`src/rtl/serial_adder_ctrl_pkg.sv`:
```
// Shared types and constants for the bit-serial adder controller.
// Provides the state encoding and the default operand width.
package serial_adder_ctrl_pkg;

  localparam int DEF_WIDTH = 8;

  typedef enum logic [1:0] {
    ST_IDLE  = 2'd0,
    ST_SHIFT = 2'd1,
    ST_DONE  = 2'd2
  } state_t;

endpackage

```
`src/rtl/serial_adder_ctrl_fa.sv`:
```
// Single-bit full adder cell used by the serial adder.
// Purely combinational.
module fullAdder (
  input  logic X,
  input  logic Y,
  input  logic Cin,
  output logic A,
  output logic Cout
);

  assign A    = X ^ Y ^ Cin;
  assign Cout = (X & Y) | (X & Cin) | (Y & Cin);

endmodule

```
`src/rtl/serial_adder_ctrl.sv`:
```
// Bit-serial adder: one full adder cell, one operand bit pair per
// clock, LSB first; carry is held in a flop between steps.
module serial_adder_ctrl
  import serial_adder_ctrl_pkg::*;
#(
  parameter int WIDTH = DEF_WIDTH
) (
  input  logic             clk,
  input  logic             rst_n,
  input  logic             start,
  input  logic [WIDTH-1:0] a,
  input  logic [WIDTH-1:0] b,
  input  logic             cin,
  output logic             busy,
  output logic             done,
  output logic [WIDTH-1:0] sum,
  output logic             cout
);

  localparam int CNT_W = $clog2(WIDTH);

  state_t             state;
  logic [WIDTH-1:0]   a_sh;
  logic [WIDTH-1:0]   b_sh;
  logic [WIDTH-1:0]   acc_sh;
  logic               carry;
  logic [CNT_W-1:0]   cnt;
  logic               fa_a;
  logic               fa_cout;
  logic [WIDTH-1:0]   acc_nxt;
  logic               last;

  fullAdder u_fa (
    .X    (a_sh[0]),
    .Y    (b_sh[0]),
    .Cin  (carry),
    .A    (fa_a),
    .Cout (fa_cout)
  );

  assign acc_nxt = {fa_a, acc_sh[WIDTH-1:1]};
  assign last    = (cnt == CNT_W'(WIDTH - 1));

  always_ff @(posedge clk or negedge rst_n) begin
    if (!rst_n) begin
      state  <= ST_IDLE;
      busy   <= 1'b0;
      done   <= 1'b0;
      sum    <= '0;
      cout   <= 1'b0;
      a_sh   <= '0;
      b_sh   <= '0;
      acc_sh <= '0;
      carry  <= 1'b0;
      cnt    <= '0;
    end else begin
      case (state)
        ST_SHIFT: begin
          acc_sh <= acc_nxt;
          a_sh   <= a_sh >> 1;
          b_sh   <= b_sh >> 1;
          carry  <= fa_cout;
          if (last) begin
            sum   <= acc_nxt;
            cout  <= fa_cout;
            done  <= 1'b1;
            state <= ST_DONE;
          end else begin
            cnt <= cnt + 1'b1;
          end
        end
        ST_DONE: begin
          done  <= 1'b0;
          busy  <= 1'b0;
          state <= ST_IDLE;
        end
        // 2'd3 cannot be reached; it behaves exactly like IDLE
        default: begin
          done <= 1'b0;
          busy <= 1'b0;
          if (start) begin
            a_sh  <= a;
            b_sh  <= b;
            carry <= cin;
            cnt   <= '0;
            busy  <= 1'b1;
            state <= ST_SHIFT;
          end else begin
            state <= ST_IDLE;
          end
        end
      endcase
    end
  end

endmodule
```
`config.mk`:
```
export PLATFORM = sky130hd
export DESIGN_NAME = serial_adder_ctrl
export DESIGN_NICKNAME = d
export VERILOG_FILES = /design/src/rtl/serial_adder_ctrl_pkg.sv /design/src/rtl/serial_adder_ctrl_fa.sv /design/src/rtl/serial_adder_ctrl.sv
export SDC_FILE = /design/constraint.sdc
export NUM_CORES = 1
export LEC_CHECK = 0
export ABC_AREA = 1
export CAP_MARGIN = 20
export CORE_ASPECT_RATIO = 2
export CORE_MARGIN = 2
export CORE_UTILIZATION = 56
export CTS_CLUSTER_DIAMETER = 100
export DETAILED_ROUTE_END_ITERATION = 8
export GPL_TIMING_DRIVEN = 0
export PLACE_DENSITY = 0.84
export SLEW_MARGIN = 20
export SYNTH_ARGS = -nofsm -noshare
export SYNTH_HDL_FRONTEND = slang
export SYNTH_SLANG_ARGS = --single-unit
export TNS_END_PERCENT = 10
```
`constraint.sdc`:
```
create_clock -name clk -period 2.96 [get_ports clk]
set_input_delay 0.74 -clock clk [delete_from_list [all_inputs] [get_ports clk]]
set_output_delay 0.74 -clock clk [all_outputs]
set_load 0.01 [all_outputs]
```
==> results by stage <==
Clocking:
- The source-to-sink clock delay at the later pin of the worst-skew pair is 290 ps.
- TritonCTS built the clock tree.
- The quantity of hold-fixing buffers added after cts is 0.
- The clock drives 39 sinks.
- The clock tree synthesis step divided the H-tree into 2 levels.
- The number of post-CTS setup repair buffers is 0.
- The clock root buffer is clkbuf_8.
- Counting along the longest clock path gives a buffer depth of 2.
- The number of buffers inserted during clock tree synthesis is 5.
- After clock tree synthesis, the clock-pin slew on the worst setup and hold paths is 80 ps.
- The number of cells upsized or downsized after cts is 0.

Critical path:
- Counting cells, the worst reg-to-reg path comes to 5.
- Data on the critical path arrives at its endpoint at 1220 ps.
- STA classifies the critical path endpoint as an output port.
- Among cell families on the critical path, the largest total delay comes from buffers and inverters.
- The setup slack of the most critical reg-to-reg path is 1470 ps.
- The slowest stage of the critical path belongs to the cell clkdlybuf4s50_1.
- The category of the worst setup path launch point is a flop.
- The critical register-to-register path startpoint is cnt[0].
- The worst endpoint required time is 2220 ps.
- In this run the worst path has a maximum fanout of 3.
- The count of buffer and inverter cells on the critical path is 1.
- For this run, the slowest stage of the critical path takes 550 ps.
- The signal on the critical path passes through clkdlybuf4s50_1.
- The setup path with the least slack is of type flop to output port.
- The worst register-to-register path ends at sum[1].

Routing:
- The average detailed-routed wire length per instance is 11.63 um.
- The aggregate routed wire length is 3.348 mm.
- The count of nets left with antenna violations once routing finished came out at 0.
- The number of DRC markers in iteration 0 is 16.
- Detailed routing inserted a total of 1446 vias.
- The detailed-routing iteration count for the pre-antenna-repair pass is 4.
- In the routed layout, each cell is associated on average with a via count of 5.021.
- After detailed routing, the number of remaining DRC violations is 0.

Logic synthesis:
- In this run the mean area of a mapped cell was 8.248 um^2.
- The gate count after technology mapping is 218.
- The synthesized netlist devotes 0% of its cell area to XOR and XNOR gates.
- In this run, synthesis produced a sequential element count of 39.
- Summing the areas of all and, or, nand and nor instances in the mapped netlist gives 29.65% of the synthesized area.
- The share of the yosys chip area belonging to registers is 54.28%.
- The post-synthesis cell type count is 17.
- The portion of synthesized area spent on multiplexers is 0%.
- The mapped netlist covers 1798 um^2.
- After synthesis, the largest family of logic cells by area is simple AND/OR/NAND/NOR gates.
- For this run, the number of Yosys warnings is 0.
- The fraction of the mapped netlist area in compound gates is 5.010%.
- The synthesized netlist devotes 3.897% of its cell area to adder and majority cells.
- The number of nets in the synthesized netlist is 243.

GRT:
- The global-route usage over all layers is 21.28%.
- The total grt overflow is 0.
- The number of global-route vias before repair was 1429.
- The first-pass GRT wire length is 5.947 mm.
- The number of antenna violations at the first check in global routing is 0.
- The maximum number of pins on one net before global-route repair is 31.

Power:
- The total power draw is 1.911 mW.
- In this run, flip-flops and latches consume 42.8% of the power.
- The static leakage power is 1.188 nW.
- The ratio of total power to cell area is 843.8 nW/um^2.
- IR analysis of the VDD net gives a maximum drop of 579.2 uV.
- In this run the power spent charging and discharging nets is 0.6747 mW.
- The internal portion of the total power is 1.236 mW.
- The switching part of the total power is 35.31%.
- In this run, the combinational gates consume 34.3% of the power.
- Per report_power, the clock group accounts for 22.9% of the total.

Timing:
- The count of final hold-check violations is 0.
- The final count of pins violating max slew is 0.
- Setup slack closes at 1002 ps.
- The smallest clock period supported by the final layout is computed as 1958 ps.
- Setup repair after global routing left no endpoint under its margin.
- Setup violations remaining at the end of the flow were counted as 0.
- Setup total negative slack on the finished layout was measured at 0 ps.
- In the finished design, the share of the clock period the worst path needs comes to 66.13%.
- Based on the critical path, the design can be clocked at up to 0.5108 GHz.
- Headroom to the max-slew limit came out at 82.74%.
- For the pin with the worst max-slew slack, the measured transition is 258.9 ps.
- The worst-case clock skew is 8.214 ps.

Place:
- The total of buffers placed on input and output ports is 30.
- The number of placed cells counting well taps is 280.
- Once detailed placement completed, the half-perimeter wirelength came to 2.526 mm.
- Routability-driven placement finished with a final weighted congestion of 0.7597.
- The worst setup slack after placement is 987.7 ps.

Status:
- The flow ran to the end, and the final reports show no timing, DRC or antenna violations.

Die:
- The area of the die is 3707 um^2.
- Once the floorplan was initialized, standard cells occupied 57.62% of the core.
- The die is 44.07 um wide.
- After floorplanning, the core was divided into 29 placement rows.
- The vertical extent of the die is 84.13 um.
- The total I/O pin count is 31.
- The total area inside the core boundary comes to 3120 um^2.

Finish:
- For this run, the share of the core covered by cells in the final layout is 72.57%.
- The number of nets in the layout is 281.
- The number of antenna diodes in the final layout is 0.
- From synthesis to final layout, the design area changed by 25.96%.
- The filler cell count is 236.
- The final standard cell count with taps included and fillers excluded is 288.
- Cells with a size suffix above 1 make up 8.949% of the layout.

Hold path:
- The min-delay analysis places its worst path in the category primary input to async pin.

Job:
- Across the run, the number of max-cap violations was 0.
-- power groups by stage --
stage	clock network [mW]	logic [mW]	registers [mW]
3_5_place_dp	0	0.660	0.827
3_3_place_gp	0	0.640	0.820
2_1_floorplan	0	0.469	0.815
4_1_cts	0.446	0.669	0.818
5_1_grt	0.462	0.759	0.836
6_report	0.438	0.655	0.817
-- layer usage --
layer	global-route usage (%)	up-vias	part of all wire (%)
met5	0	-	0
met4	9.091	0	1.9
met3	3.871	5	2.9
met2	39.04	27	58
met1	22.17	679	37
li1	-	735	-
-- layout by cell type (no fill, tap or decap), drive strengths merged, types with 2 or more instances in the layout --
cell type,instances
ha,4
nand3,5
nand2,125
clkdlybuf4s50,29
o21ai,17
clkinv,2
inv,17
dfrtp,39
clkbuf,5
buf,10
-- cell usage after synthesis --
master   count  area, um^2
o21ai_0     15       75.07
buf_6        2       22.52
fa_1         1       20.02
buf_4        2       15.01
inv_6        1       8.760
nand2_1    122       457.9
nand2_8      2       40.04
a21oi_1      1       5.000
buf_2        4       20.02
inv_1       15       56.30
nor2_1       1       3.750
nand3_1      5       25.02
dfrtp_1     39       975.9
nand2_2      1       6.260
o21ai_1      2       10.01
ha_1         4       50.05
inv_4        1       6.260
-- cells by family after synthesis --
family,count (synthesis)
compound gates,18
fa+ha+maj,5
buf+inv,25
flops,39
simple gates,131
-- through the flow --
stage / hold WS, ps / area (um^2)
floorplan: 444.4 / 1798
global placement: 453.4 / 2137
detailed placement: 459.4 / 2152
CTS: 311.8 / 2265
global route: 335.7 / 2265
finish: 306.3 / 2265
-- cell type report --
| type | count | area, um^2 | share of cell area [%] |
|---|---|---|---|
| inverter | 17 | 71.32 | 3.149 |
| clock inverter | 3 | 43.79 | 1.934 |
| sequential | 39 | 975.9 | 43.09 |
| buffer | 8 | 57.56 | 2.541 |
| tap | 31 | 38.79 | 1.713 |
| timing repair buffer | 31 | 315.3 | 13.92 |
| clock buffer | 5 | 68.82 | 3.039 |
| multi-input combinational | 154 | 693.2 | 30.61 |
-- worst register-to-register path, stage by stage (launching register included) --
cell and delay, ps:
dfrtp_1 410, ha_1 220, ha_1 250, nand2_2 170
buf_2 230, o21ai_0 100
-- worst max-delay path by stage --
stage	start	cells after the start	slack [ps]	to
2_1_floorplan	start	7	1580	a_sh[0]
3_3_place_gp	rst_n	1	260	a_sh[3]
3_5_place_dp	start	7	990	a_sh[3]
4_1_cts	done	1	990	done
5_1_grt	done	1	950	done
6_report	done	1	1000	done
-- flip-flops by register name, indices dropped and copies added, names as in the netlist --
name	flops
cnt	3
cout	1
a_sh	8
carry	1
done	1
acc_sh	7
busy	1
b_sh	8
sum	8
state	1
(Power assumes the default switching activity.)
